`src/rtl/nibble_cmp_seq.sv`:
```
// Wide unsigned magnitude comparator built from one 4-bit slice stepped MSB-first,
// with early exit on the first unequal nibble and valid/ready handshakes on both sides.
module nibble_cmp_seq #(
   parameter int WIDTH = 16
) (
   input  logic             clk,
   input  logic             rst,
   input  logic             in_valid,
   output logic             in_ready,
   input  logic [WIDTH-1:0] a,
   input  logic [WIDTH-1:0] b,
   input  logic             cas_gt,
   input  logic             cas_eq,
   input  logic             cas_lt,
   output logic             out_valid,
   input  logic             out_ready,
   output logic             gt,
   output logic             eq,
   output logic             lt,
   output logic [$clog2(WIDTH/4):0] nib_used
);

   localparam int NIB = WIDTH / 4;
   localparam int IW  = (NIB > 1) ? $clog2(NIB) : 1;
   localparam int NUW = $clog2(NIB) + 1;
   localparam logic [IW-1:0]  IDX_TOP = IW'(NIB - 1);
   localparam logic [IW-1:0]  IDX_ONE = IW'(1);
   localparam logic [NUW-1:0] CNT_ONE = NUW'(1);

   typedef enum logic [1:0] {IDLE, CMP, DONE} state_t;

   state_t           state_q, state_d;
   logic [WIDTH-1:0] a_q, a_d, b_q, b_d;
   logic             cas_gt_q, cas_gt_d, cas_eq_q, cas_eq_d, cas_lt_q, cas_lt_d;
   logic [IW-1:0]    idx_q, idx_d;
   logic [NUW-1:0]   cnt_q, cnt_d;
   logic [NUW-1:0]   nib_used_q, nib_used_d;
   logic             gt_q, gt_d, eq_q, eq_d, lt_q, lt_d;
   logic [3:0]       nib_a, nib_b;

   always_comb begin
      state_d    = state_q;
      a_d        = a_q;
      b_d        = b_q;
      cas_gt_d   = cas_gt_q;
      cas_eq_d   = cas_eq_q;
      cas_lt_d   = cas_lt_q;
      idx_d      = idx_q;
      cnt_d      = cnt_q;
      nib_used_d = nib_used_q;
      gt_d       = gt_q;
      eq_d       = eq_q;
      lt_d       = lt_q;
      nib_a      = a_q[{idx_q, 2'b00} +: 4];
      nib_b      = b_q[{idx_q, 2'b00} +: 4];

      case (state_q)
         IDLE: begin
            if (in_valid) begin
               a_d      = a;
               b_d      = b;
               cas_gt_d = cas_gt;
               cas_eq_d = cas_eq;
               cas_lt_d = cas_lt;
               idx_d    = IDX_TOP;
               cnt_d    = '0;
               state_d  = CMP;
            end
         end
         CMP: begin
            cnt_d      = cnt_q + CNT_ONE;
            nib_used_d = cnt_q + CNT_ONE;
            if (nib_a > nib_b) begin
               gt_d    = 1'b1;
               state_d = DONE;
            end else if (nib_a < nib_b) begin
               lt_d    = 1'b1;
               state_d = DONE;
            end else if (idx_q != '0) begin
               idx_d = idx_q - IDX_ONE;
            end else begin
               // Cascade priority eq > gt > lt; all-zero cascade still reports equal
               if (cas_eq_q || (!cas_gt_q && !cas_lt_q)) begin
                  eq_d = 1'b1;
               end else if (cas_gt_q) begin
                  gt_d = 1'b1;
               end else begin
                  lt_d = 1'b1;
               end
               state_d = DONE;
            end
         end
         DONE: begin
            if (out_ready) begin
               gt_d    = 1'b0;
               eq_d    = 1'b0;
               lt_d    = 1'b0;
               state_d = IDLE;
            end
         end
         default: state_d = IDLE;
      endcase
   end

   always_ff @(posedge clk) begin
      if (rst) begin
         state_q    <= IDLE;
         a_q        <= '0;
         b_q        <= '0;
         cas_gt_q   <= 1'b0;
         cas_eq_q   <= 1'b0;
         cas_lt_q   <= 1'b0;
         idx_q      <= IDX_TOP;
         cnt_q      <= '0;
         nib_used_q <= '0;
         gt_q       <= 1'b0;
         eq_q       <= 1'b0;
         lt_q       <= 1'b0;
      end else begin
         state_q    <= state_d;
         a_q        <= a_d;
         b_q        <= b_d;
         cas_gt_q   <= cas_gt_d;
         cas_eq_q   <= cas_eq_d;
         cas_lt_q   <= cas_lt_d;
         idx_q      <= idx_d;
         cnt_q      <= cnt_d;
         nib_used_q <= nib_used_d;
         gt_q       <= gt_d;
         eq_q       <= eq_d;
         lt_q       <= lt_d;
      end
   end

   assign in_ready  = (state_q == IDLE) && !rst;
   assign out_valid = (state_q == DONE);
   assign gt        = gt_q;
   assign eq        = eq_q;
   assign lt        = lt_q;
   assign nib_used  = nib_used_q;

endmodule

```
`config.mk`:
```
export PLATFORM = sky130hd
export DESIGN_NAME = nibble_cmp_seq
export DESIGN_NICKNAME = d
export VERILOG_FILES = /design/src/rtl/nibble_cmp_seq.sv
export SDC_FILE = /design/constraint.sdc
export NUM_CORES = 1
export LEC_CHECK = 0
export ABC_AREA = 1
export CAP_MARGIN = 20
export CELL_PAD_IN_SITES_DETAIL_PLACEMENT = 1
export CELL_PAD_IN_SITES_GLOBAL_PLACEMENT = 1
export CORE_UTILIZATION = 37
export CTS_BUF_LIST = sky130_fd_sc_hd__clkbuf_4
export DETAILED_ROUTE_END_ITERATION = 16
export MAX_ROUTING_LAYER = met4
export PLACE_DENSITY_LB_ADDON = 0.15
export RECOVER_POWER = 100
export SYNTH_ARGS = -nofsm -noshare
export SYNTH_HDL_FRONTEND = slang
export SYNTH_SLANG_ARGS = --single-unit
export TNS_END_PERCENT = 30
```
`constraint.sdc`:
```
create_clock -name clk -period 2.1 [get_ports clk]
set_input_delay 0.42 -clock clk [delete_from_list [all_inputs] [get_ports clk]]
set_output_delay 0.42 -clock clk [all_outputs]
set_load 0.01 [all_outputs]
```
# == Word-level counts from Yosys, hierarchy flattened ==
# Cells that the tools add are included.
# word_totals
input_bits,39
elab_cells,83
output_inout_bits,8
reg_bits,48
# classes
addsub,2
eq_ne,17
shifts,2
muxes,31
order_cmp,2
n_reduce_logical,17
# ops
op,count
$shiftx 16x5->4,2
$ne 3x3->1 const B,7
$mux 2,9
$reduce_and 6->1,3
$mux 1,15
$ne 2x2->1 const B,6
$pmux 1 s2,3
$pmux 2 s3,1
$pmux 3 s2,1
$reduce_bool 2->1,3
$reduce_and 5->1,1
$gt 4x4->1,1
$lt 4x4->1,1
$ne 4x4->1 const B,1
$pmux 2 s2,1
$reduce_and 2->1,2
$add 3x1->3 const B,1
$logic_not 1->1,3
$mux 3,1
$reduce_and 3->1,1
$eq 2x1->1 const B,1
$eq 2x2->1 const B,1
$logic_and 1x1->1,2
$logic_not 2->1,1
other kinds (3),3

# == Longest topological paths before layout ==
# logic_depth
word_depth,8
depth_mapped,15

# == Worst setup path after synthesis ==
# Ideal clock, no wire load.
# synth_path
path_kind,reg-to-reg
start,reg idx_q[0]
end,reg idx_q[0]
t_arrival_ns,1.736
setup_slack_ns,0.235
setup_time_ns,0.129
required_ns,1.971
path_stages_with_launch,15
cell_sequence,dfxtp_1 -> buf_2 -> inv_2 -> buf_4 -> o21ai_0 -> o22ai_1 -> ha_1 -> nand2_1 -> nand2_1 -> nand2_1 -> nand2_1 -> nand3_2 -> nand2_1 -> o21ai_1 -> nand3_1
# synth_between
elab_chain_cells,5
# synth_rtl
item,line,rtl
from (decl),35,"logic [IW-1:0] idx_q, idx_d;"
from (signal assigned),126,idx_q <= idx_d;
"parallel branches: the longest is 5 deep, another holds $lt 4x4->1",n/a,
# Several ways; the timed one is not identified. The select of a mux whose other input is x is not followed.
# A chain may end at the register's enable or synchronous reset.

# == Worst setup path after layout ==
# layout_path
start,in rst
end,out in_ready
# layout_between
elab_chain_cells,2
# layout_rtl
item,line,rtl
from (decl),7,"input logic rst,"
$logic_not 1->1,135,assign in_ready = (state_q == IDLE) && !rst;
$logic_and 1x1->1,135,
to (decl),9,"output logic in_ready,"
# No other way between the ends.

==> impl_results.md <==
* Hold EP: lt$_SDFFE_PP0P_
* Clock skew at about 0.015 ns
* Post-Syn Nets at approximately 340
* Final setup fails at 0
* Pwr Density at just under 800 nW/µm²
* FF/Latch Area at approximately 970 µm²
* Yosys top cell by area: dfxtp_1
* Fin. Hold Viols at 0
* Port Buffers at 46
* Total leakage power at between 1 and 1.5 nW
* GPL Wtd Cong at between 0.8 and 0.9
* Final hold slack at 0.4650 ns
* R2R depth at 11
* Critical Path End Type: primary output
* Crit path arrival time at 1.58 ns
* Initial DRC Count at a little over 60
* Final Max Slew Viols at 0
* Synth area leaders: dfxtp_1 44%, nor2_1 13%, o21ai_0 8.7%
* Routed wire length at between 5000 and 6000 µm
* Placed cells at 401
* Period utilization at a little over nine tenths
* Layout area overhead at 28.58%
* Register area share after synthesis at 44.16%
* Min cycle time layout at between 1.5 and 2 ns
* CTS clk-pin slew, worst paths at 0.13 ns
* Clock Latency Late Sink at between 0.3 and 0.4 ns
* Mapped cell area at between 2000 and 2500 µm²
* HP Class: flop to flop
* Seq cells post-synth at 48
* R2r startpoint: idx_q[1]$_SDFFE_PP1P_
* Ys Warns at 0
* Post-route insts no fill at 412
* Slew @ Worst Pin at around 1.0 ns
* DRC Markers at 0
* Avg Cell Area, Syn at 7.426 µm²
* CTS Sinks at 48
* TritonCTS clock tree: yes
* Critical R2R Capture: gt$_SDFFE_PP0P_
* Hold path depth at 2
* TritonCTS Buffers at 5
* Number of flops mapped to enable cells by yosys at 0
* Core Rows at 27
* Fill cells at a little over 700
* Worst Setup Path Type: input pin to primary output
* Worst path required time at roughly 1.7 ns
* FMAX at roughly 500 MHz
* Post-detailed-route count of antenna-violating nets at 0
* Top-count cell post-synth: nor2_1
* I/O Pins at between 40 and 50
* DR WL/cell at between 10 and 15 µm
* Initial Util at between 30% and 40%
* Crit Path Max Fanout at 2
* R2r setup slk at roughly 0.14 ns
* Post-synth top flop: dfxtp_1
* Max Cap Viol at 0
* Worst vdd ir at 0.3617 mV
* Routed vias/inst at between 4 and 5
* Die Wd at 78.69 µm
* Max-Slew Margin vs Limit at 30.36%
* Core Area at about 5600 µm²
* Hold wc startpoint: lt$_SDFFE_PP0P_
* # hold bufs at CTS at 0
* Gr ovfl total at 0
* First-pass GRT wire length at around 9200 µm
* Unrepaired setup endpoints after global routing: true
* Vias after detailed routing at about 2k
* N_diodes at 0
* Longest Clk Path Bufs at 2
* Mapped Cells at just under 300
* Die height at 78.69 µm
* Synth top area share at between 40 and 50%
* Final net count at between 300 and 400
* HPWL after DPL at about 4000 µm
* Asr flop ratio synth at 0%
* Vias in the first global route at approximately 2k
* Clock root cell: clkbuf_4
* Top post-synthesis cells by count: 75 x nor2_1, 48 x dfxtp_1, 38 x o21ai_0
* Die area at around 6200 µm²
* Crit start category: input pin
* Cell variety after synth at 29
* Overall routing resource usage at 19.65%
* Share of cells above drive strength 1 at about a tenth
* Outcome: completed
* Multi-input gate area at ~1000 µm²
* TritonRoute pass-1 iters at 4
* # H-tree levels at 2
* Initial antenna violation count at 0
* Largest net degree at the start of global routing at 35
## cells by family (layout without fill, tap and decap cells)
family                     count (synthesis)  in the layout  share of synthesized area (%)
AOI/OAI and AO/OA                         75             75                          18.86
adders and majority gates                  6              6                          3.450
buffers and inverters                     34             81                          8.280
DFF                                       48             48                          44.16
and+or+nand+nor                          130            130                          25.24
## registers in the layout, summed over array words and instances, names as in the netlist
| register | cells |
|---|---|
| nib_used | 3 |
| eq | 1 |
| lt | 1 |
| idx_q | 2 |
| cas_eq_q | 1 |
| a_q | 16 |
| cas_gt_q | 1 |
| b_q | 16 |
| state_q | 2 |
| gt | 1 |
| cas_lt_q | 1 |
| cnt_q | 3 |
## power breakdown
group	switching (mW)	total, mW	internal, mW
Combinational	0.307	0.570	0.262
Clock	0.291	0.554	0.263
Sequential	0.0605	1.06	1.00
## worst max-delay path, stage by stage
cell and delay, ns:
clkdlybuf4s50_1 0.45, nor3_1 0.15, clkdlybuf4s50_1 0.56
## worst max path at each step
stage                     startpoint  slack [ns]                    end  cells past startpoint
2_1_floorplan  idx_q[0]$_SDFFE_PP1P_        0.23  idx_q[0]$_SDFFE_PP1P_                     14
3_3_place_gp                     rst        0.13               in_ready                      3
3_5_place_dp                     rst        0.09               in_ready                      3
4_1_cts        idx_q[0]$_SDFFE_PP1P_        0.07  idx_q[0]$_SDFFE_PP1P_                     10
5_1_grt        idx_q[1]$_SDFFE_PP1P_       -0.03        gt$_SDFFE_PP0P_                     12
6_report                         rst        0.10               in_ready                      3
## layout make-up
type	instances	area share, %
timing repair buffer	55	19.68
sequential	48	34.53
clock inverter	2	1.252
inverter	18	2.818
tap	72	3.220
clock buffer	6	1.610
multi-input combinational	211	36.90
## metal layers
layer  part of all wire [%]  global-route usage, %  wire, µm  vias to the layer above
met5                      0                      -         0                        -
met4                    1.1                  5.370        61                        0
met3                    3.5                  4.535       190                        7
met2                     46                  32.00      2477                       34
met1                     49                  24.29      2633                      917
li1                       -                      -         -                     1052
## cell usage in the layout (no fill, tap or decap), types with 2 or more instances in the layout
master	synthesis	layout
dlygate4sd3_1	0	6
o21ai_1	8	9
nand3_1	8	8
buf_12	0	2
clkdlybuf4s50_1	0	40
nand2_1	36	35
nand2_2	0	2
clkbuf_4	0	6
inv_1	14	15
ha_1	6	6
a32o_1	4	4
nor2_2	2	2
nor2_1	75	75
a21oi_1	18	18
o22ai_1	4	4
dfxtp_1	48	46
nand3_2	2	2
buf_4	3	6
o21ai_0	38	37
## timing repair
action,in CTS,in global routing
setup endpoints to repair,0,7
buffers inserted,0,3
gates resized for setup,0,9
## stage by stage
stage	worst slack [ns]	util (%)	TNS [ns]	power (mW)	area, µm²
6_report	0.1015	50.19	0	2.184	2798
5_1_grt	-0.02670	50.19	-0.05795	2.336	2798
4_1_cts	0.06866	49.72	0	2.197	2771
3_5_place_dp	0.09151	48.28	0	1.645	2691
3_3_place_gp	0.1286	48.28	0	1.626	2691
2_1_floorplan	0.2345	-	0	1.445	2176
Power figures use the tool's default switching activity.
